[config.mk]
export PLATFORM = sky130hd
export DESIGN_NAME = ex_mem_reg
export DESIGN_NICKNAME = d
export VERILOG_FILES = /design/src/rtl/mips_pkg.sv /design/src/rtl/mem_align_check.sv /design/src/rtl/ex_mem_reg.sv
export SDC_FILE = /design/constraint.sdc
export NUM_CORES = 1
export LEC_CHECK = 0
export ABC_AREA = 1
export CORE_AREA = 2 2 159 146
export DETAILED_ROUTE_END_ITERATION = 16
export DIE_AREA = 0 0 161 148
export GPL_TIMING_DRIVEN = 0
export PLACE_DENSITY = 0.76
export SLEW_MARGIN = 20
export SYNTH_ARGS = -nofsm -noshare
export SYNTH_HDL_FRONTEND = slang
export SYNTH_SLANG_ARGS = --single-unit
[constraint.sdc]
create_clock -name i_clk -period 1.29 [get_ports i_clk]
set_clock_uncertainty 0.05 [all_clocks]
set_input_delay 0.129 -clock i_clk [delete_from_list [all_inputs] [get_ports i_clk]]
set_output_delay 0.129 -clock i_clk [all_outputs]
set_load 0.02 [all_outputs]
[src/rtl/mips_pkg.sv]
// Shared MIPS core constants: memory access encodings and EX/MEM payload packing width.
package mips_pkg;

  localparam logic [1:0] MEM_SIZE_BYTE  = 2'b00;
  localparam logic [1:0] MEM_SIZE_HALF  = 2'b01;
  localparam logic [1:0] MEM_SIZE_WORD  = 2'b11;
  localparam logic       MEM_TYPE_LOAD  = 1'b0;
  localparam logic       MEM_TYPE_STORE = 1'b1;

  // rd(5) + reg_write + mem_op + mem_type + mem_size(2) + unsign
  localparam int EX_MEM_CTRL_W = 11;

  function automatic int ex_mem_payload_w(input int nbits);
    return 3 * nbits + EX_MEM_CTRL_W;
  endfunction

endpackage

[src/rtl/mem_align_check.sv]
// Combinational alignment check for a data-memory access; zero latency, no flow control.
module mem_align_check
  import mips_pkg::*;
(
  input  logic [1:0] addr,
  input  logic [1:0] size,
  input  logic       mem_op,
  output logic       misaligned
);

  // Reserved size 10 falls under size[1] and is checked as a word.
  assign misaligned = mem_op & (((size == MEM_SIZE_HALF) & addr[0]) |
                                (size[1] & (addr != 2'b00)));

endmodule

[src/rtl/ex_mem_reg.sv]
// EX->MEM pipeline register with one-entry skid buffer; 1-cycle latency, o_ready depends only on state.
// Optional EX_MEM_ALIGN_CHECK_EN flags misaligned accesses and suppresses their mem_op/reg_write.
module ex_mem_reg
  import mips_pkg::*;
#(
  parameter int NBITS = 32
) (
  input  logic             i_clk,
  input  logic             i_rst,
  input  logic             i_flush,
  input  logic             i_valid,
  output logic             o_ready,
  input  logic [NBITS-1:0] i_pc,
  input  logic [NBITS-1:0] i_alu_result,
  input  logic [NBITS-1:0] i_store_data,
  input  logic [4:0]       i_rd,
  input  logic             i_flg_reg_write,
  input  logic             i_flg_mem_op,
  input  logic             i_flg_mem_type,
  input  logic [1:0]       i_flg_mem_size,
  input  logic             i_flg_unsign,
  output logic             o_valid,
  input  logic             i_ready,
  output logic [NBITS-1:0] o_pc,
  output logic [NBITS-1:0] o_alu_result,
  output logic [NBITS-1:0] o_store_data,
  output logic [4:0]       o_rd,
  output logic             o_flg_reg_write,
  output logic             o_flg_mem_op,
  output logic             o_flg_mem_type,
  output logic [1:0]       o_flg_mem_size,
  output logic             o_flg_unsign
`ifdef EX_MEM_ALIGN_CHECK_EN
  ,
  output logic             o_misaligned
`endif
);

  localparam int PW = ex_mem_payload_w(NBITS);

  logic [PW-1:0] in_dat;
  logic [PW-1:0] main_q;
  logic [PW-1:0] skid_q;
  logic          main_vld;
  logic          skid_vld;
  logic          accept;
  logic          release_beat;
  logic          ld_main_from_skid;
  logic          ld_main_from_in;
  logic          ld_skid;

`ifdef EX_MEM_ALIGN_CHECK_EN
  logic in_mis;
  logic main_mis;
  logic skid_mis;

  mem_align_check u_align (
    .addr       (i_alu_result[1:0]),
    .size       (i_flg_mem_size),
    .mem_op     (i_flg_mem_op),
    .misaligned (in_mis)
  );

  // A misaligned beat travels on as a bubble for memory and the register file.
  assign in_dat = {i_pc, i_alu_result, i_store_data, i_rd,
                   i_flg_reg_write & ~in_mis, i_flg_mem_op & ~in_mis,
                   i_flg_mem_type, i_flg_mem_size, i_flg_unsign};
`else
  assign in_dat = {i_pc, i_alu_result, i_store_data, i_rd,
                   i_flg_reg_write, i_flg_mem_op,
                   i_flg_mem_type, i_flg_mem_size, i_flg_unsign};
`endif

  assign o_ready      = i_rst & ~skid_vld;
  assign o_valid      = main_vld;
  assign accept       = i_valid & o_ready;
  assign release_beat = main_vld & i_ready;

  always_comb begin
    ld_main_from_skid = 1'b0;
    ld_main_from_in   = 1'b0;
    ld_skid           = 1'b0;
    if (!i_flush) begin
      ld_main_from_skid = skid_vld & release_beat;
      ld_main_from_in   = ~skid_vld & accept & (~main_vld | release_beat);
      ld_skid           = ~skid_vld & accept & main_vld & ~release_beat;
    end
  end

  always_ff @(posedge i_clk) begin
    if (!i_rst || i_flush) begin
      main_vld <= 1'b0;
      skid_vld <= 1'b0;
    end else begin
      if (ld_main_from_skid || ld_main_from_in) main_vld <= 1'b1;
      else if (release_beat)                   main_vld <= 1'b0;
      if (ld_main_from_skid) skid_vld <= 1'b0;
      else if (ld_skid)      skid_vld <= 1'b1;
    end
  end

  always_ff @(posedge i_clk) begin
    if (!i_rst) begin
      main_q <= '0;
      skid_q <= '0;
    end else begin
      if (ld_main_from_skid)    main_q <= skid_q;
      else if (ld_main_from_in) main_q <= in_dat;
      if (ld_skid)              skid_q <= in_dat;
    end
  end

`ifdef EX_MEM_ALIGN_CHECK_EN
  always_ff @(posedge i_clk) begin
    if (!i_rst) begin
      main_mis <= 1'b0;
      skid_mis <= 1'b0;
    end else begin
      if (ld_main_from_skid)    main_mis <= skid_mis;
      else if (ld_main_from_in) main_mis <= in_mis;
      if (ld_skid)              skid_mis <= in_mis;
    end
  end

  assign o_misaligned = main_mis;
`endif

  assign {o_pc, o_alu_result, o_store_data, o_rd, o_flg_reg_write, o_flg_mem_op,
          o_flg_mem_type, o_flg_mem_size, o_flg_unsign} = main_q;

endmodule

-- Yosys cells after proc, flatten, opt, wreduce, memory -nomap -nowiden
Cells that the tools add are included.
- $add $sub $neg: 0
- $mul: 0
- div/mod/pow operators: 0
- $lt $le $gt $ge: 0
- equal/unequal tests: 0
- shift operators: 0
- multiplexer cells: 7
- bitwise logic cells: 12
- reductions and logical operators: 6
- operators with widths (operator ; count):
    $mux W107 ; 2
    $and A1 B1 Y1 ; 8
    $mux W1 ; 5
    $reduce_bool A2 Y1 ; 2
    $not A1 Y1 ; 3
    $logic_or A1 B1 Y1 ; 2
    $reduce_or A2 Y1 ; 1
    $logic_not A1 Y1 ; 1
    $or A1 B1 Y1 ; 1
- register bits after elaboration: 216
- latch bits: 0
- memory bits (writable): 0
- ROM bits: 0
- input bits: 112
- output and inout port bits: 109
- word-level logic and storage cells: 29
- memories kept: 0

-- Depth between registers and ports, before layout
- depth after elaboration: 8
- gate-level depth with buffers: 10
- depth with buffers taken out: 8

-- Worst setup path before layout
Ideal clock, no wire load.
- path type: flip-flop to flip-flop
- start: reg main_vld (netlist: o_valid)
- end: reg main_q[64]
- library setup time: 0.113 ns
- arrival: 1.379 ns
- data required time: 1.127 ns
- slack: -0.252 ns
- stages on the path, launching flop included: 10
- path buffers: 2
- clock period less this slack: 1.542 ns
- cells stage by stage: dfxtp_1 > nand2_1 > inv_2 > nand2_2 > inv_2 > nor2_8 > buf_6 > buf_2 > nor2_1 > nor2_1
- word-level cells in the longest chain between the ends: 5
- elaborated cells on any way between the ends: 9
- classes of those cells: mux: 3; bitwise: 5; reduce/logical: 1
- RTL lines (what ; line ; RTL):
    start: declaration ; ex_mem_reg.sv:44 ; logic main_vld;
    start signal: assignment ; ex_mem_reg.sv:92 ; main_vld <= 1'b0;
    start signal: assignment ; ex_mem_reg.sv:95 ; if (ld_main_from_skid || ld_main_from_in) main_vld <= 1'b1;
    start signal: assignment ; ex_mem_reg.sv:96 ; else if (release_beat) main_vld <= 1'b0;
    $and A1 B1 Y1 / $not A1 Y1 (equally long branches) ; ex_mem_reg.sv:77, ex_mem_reg.sv:85 ;
    $or A1 B1 Y1 ; ex_mem_reg.sv:85 ; ld_main_from_in = ~skid_vld & accept & (~main_vld | release_beat);
    $and A1 B1 Y1 ; ex_mem_reg.sv:85 ;
    $mux W1 ; ex_mem_reg.sv:83 ; if (!i_flush) begin
    $reduce_bool A2 Y1 (no line) ; - ;
    end signal: assignment ; ex_mem_reg.sv:107 ; if (ld_main_from_skid) main_q <= skid_q;
    end signal: assignment ; ex_mem_reg.sv:108 ; else if (ld_main_from_in) main_q <= in_dat;
    end: declaration ; ex_mem_reg.sv:42 ; logic [PW-1:0] main_q;
Several ways; a longest one is shown, not always the timed one.
A chain may end at the register's enable or synchronous reset.

-- Final worst setup path
- start: reg skid_vld
- end: reg main_q[60]
- word-level cells in the longest chain between the ends: 7
- elaborated cells on any way between the ends: 10
- classes of those cells: mux: 3; bitwise: 6; reduce/logical: 1
- RTL lines (what ; line ; RTL):
    start: declaration ; ex_mem_reg.sv:45 ; logic skid_vld;
    start signal: assignment ; ex_mem_reg.sv:93 ; skid_vld <= 1'b0;
    start signal: assignment ; ex_mem_reg.sv:97 ; if (ld_main_from_skid) skid_vld <= 1'b0;
    start signal: assignment ; ex_mem_reg.sv:98 ; else if (ld_skid) skid_vld <= 1'b1;
    $not A1 Y1 ; ex_mem_reg.sv:74, ex_mem_reg.sv:85 ;
    $and A1 B1 Y1 ; ex_mem_reg.sv:74 ; assign o_ready = i_rst & ~skid_vld;
    $and A1 B1 Y1 ; ex_mem_reg.sv:76 ; assign accept = i_valid & o_ready;
    $and A1 B1 Y1 (2 in series) ; ex_mem_reg.sv:85 ;
    $mux W1 ; ex_mem_reg.sv:83 ;
    $reduce_bool A2 Y1 (no line) ; - ;
Several ways; a longest one is shown, not always the timed one.

==> impl_metrics.tcl <==
set metrics [dict create \
    drv_cap 0 \
    final_util 0.698 \
    rsz0062_at_grt "yes" \
    gp_congestion 0.840 \
    drv_slew 0 \
    power_leakage_nw 7.40 \
    clkSinkCount 216 \
    crit_slowest_cell "dfxtp_2" \
    multiInputGateArea_sq_mm 0.00551 \
    clk_latency_ns 0.53 \
    drc 0 \
    synthCells 1545 \
    gr-total-overflow 0 \
    synth_seq_cells 216 \
    synth_top_area_frac 0.432 \
    p_switching_w 0.00418 \
    root_buffer "clkbuf_16" \
    final_cell_area_sq_mm 0.0154 \
    start_kind "flip-flop" \
    die_w_um 161 \
    worstPathRequired_ns 1.70 \
    viasPerCell 5.25 \
    setup_ws_ns -0.266 \
    avgSynthCellArea_sq_um 6.48 \
    numCtsBuffers 25 \
    vias 11300 \
    wire_per_inst_um 16.2 \
    comb_power_share 0.130 \
    place_area_sq_mm 0.0127 \
    holdBufCountCts 0 \
    syn_nets 1657 \
    n_antenna_cell 0 \
    endpoint_kind "flip-flop" \
    synthAdderAreaFrac 0 \
    grt_pass1_vias 10600 \
    drtIter0Drc 860 \
    synth_cell_types 19 \
    failed_checks "setup timing" \
    finalNetCount 1945 \
    grt_max_degree 14 \
    switching_share 0.255 \
    setup_viol 323 \
    die_area_sq_mm 0.0238 \
    hold_violations 0 \
    postRouteAntennaNets 0 \
    clockBufferDepth 3 \
    synthTopCellsByArea "dfxtp_1, nand2_1, nor2_1, nand3_1, nor3_1" \
    ir_drop_mv 0.691 \
    layout_commonest_cell "nand2_1" \
    most-common-layout-cells "nand2_1, nor2_1, nand3_1, dfxtp_1" \
    io_pins 221 \
    synth_xor_area_frac 0 \
    dpl.hpwl_mm 21.2 \
    grt.total_usage 0.273 \
    cts_tree "built" \
    status "finished with violations" \
    first_pass_iters 5 \
    wl_mm 34.7 \
    h-tree-depth 1 \
    drive_gt1_frac 0.216 \
    seq_power_share 0.425 \
    p_int_w 0.0122 \
    clkPwrFrac 0.445 \
    portBuffers 219 \
    slowest_delay_ns 0.33 \
    grt_pass1_wl_mm 53.4 \
    yosysWarningCount 0 \
    whs_ns 0.194 \
    synth_mux_area_frac 0 \
    finalCritPeriodShare 1.21 \
    synth_top_family_by_area "simple AND/OR/NAND/NOR gates" \
    power.density_mw_per_mm2 1060 \
    clk_pin_slew_worst_paths_ns 0.06 \
    core_area_sq_mm 0.0221 \
    die_h_um 148 \
    synth-compound-area-share 0.0545 \
    fin_crit_ns 1.56 \
    num_rows 52 \
    crit_fanout 10 \
    max_freq_mhz 643 \
    seqCellArea_sq_mm 0.00433 \
    synth_area_sq_mm 0.0100 \
    seq_area_frac_synth 0.432 \
    worst-setup-path-type "reg2reg" \
    worst_slew_pin_slew_ns 0.847 \
    antenna_found_initial 0 \
    worstPathCellList "inv_4 > nand3_4 > buf_12 > inv_6 > nand2_8 > buf_8 > buf_6 > nand3_1 > nand2_1 > nor2_1" \
    fill_cells 1747 \
    syn_to_final_growth_pct 54.1 \
    start_util 0.453 \
    slew-limit-headroom 0.435 \
    hold_class "in2reg" \
    synth_area_leader_cell "dfxtp_1" \
    crit_arrival_ns 1.96 \
    synth-simple-area-share 0.413 \
]
[worst paths after layout]
check                                    to              from  slack (ns)  depth (start not counted)
worst max-delay path             main_q[60]          skid_vld       -0.27                         10
worst min register to register  skid_q[105]       skid_q[105]        0.45                          2
worst max register to register   main_q[60]          skid_vld       -0.27                         10
worst min-delay path             skid_q[36]  i_store_data[25]        0.19                          3
[stage by stage]
step                total power [W]  instances  TNS (ns)  setup WS, ns
finish                       0.0164       2146    -51.52        -0.266
global route                 0.0169       2146    -67.41        -0.338
floorplan                   0.00804       1545     -2.68       -0.0442
CTS                          0.0163       2134    -48.55        -0.266
detailed placement          0.00902       2061   -168.23        -0.953
global placement            0.00900       2061   -166.58        -0.931
[synth_stat cells (all sizes together)]
cell type  number
nor2          326
buf            60
o21ai         108
nand2         330
inv           116
clkbuf         65
nand3         216
a21oi           1
nor3          107
dfxtp         216
[per-layer routing]
| metal | track usage | share of wire | vias to the layer above |
|---|---|---|---|
| met3 | 0.0376 | 0.068 | 77 |
| met1 | 0.364 | 0.43 | 5229 |
| met5 | 0 | 0 | - |
| met4 | 0.0911 | 0.026 | 0 |
| li1 | - | - | 5484 |
| met2 | 0.457 | 0.48 | 481 |
[critical path, delay by kind of cell, from the launching register on]
| kind | cells | cell delay, ns |
|---|---|---|
| buffers and inverters | 5 | 0.61 |
| AND/OR/NAND/NOR | 5 | 0.48 |
| flip-flops | 1 | 0.33 |
[state kept, by name, indices dropped and copies added, names as in the netlist]
signal / flops
main_q: 107
skid_q: 107
o_valid: 1
skid_vld: 1
[logic make-up (layout without fill, tap and decap cells)]
group                  Yosys count  in the layout
AOI/OAI and AO/OA              109            109
buffers and inverters          241            543
DFF                            216            216
and+or+nand+nor                979            981
[layout make-up]
class,count,area share
Clock buffer,34,0.0453
Multi-Input combinational cell,1090,0.357
Timing Repair Buffer,259,0.179
Tap cell,297,0.0241
Clock inverter,9,0.00843
Sequential cell,216,0.280
Inverter,116,0.0295
Buffer,124,0.0753
Timing Repair inverter,1,0.000486
[what timing repair did]
| action | CTS | global route |
|---|---|---|
| buffers inserted | 16 | 4 |
| pin swaps | 82 | 103 |
| resized for setup | 470 | 173 |
| setup endpoints to repair | 325 | 323 |
| cloned | 14 | 10 |
[power by group through the flow]
stage	registers, W	clock network [W]	logic (W)
6_report	0.00696	0.00728	0.00213
5_1_grt	0.00697	0.00758	0.00231
4_1_cts	0.00695	0.00732	0.00201
3_5_place_dp	0.00710	0	0.00191
3_3_place_gp	0.00710	0	0.00190
2_1_floorplan	0.00731	0	0.000734
Power figures use the tool's default switching activity.
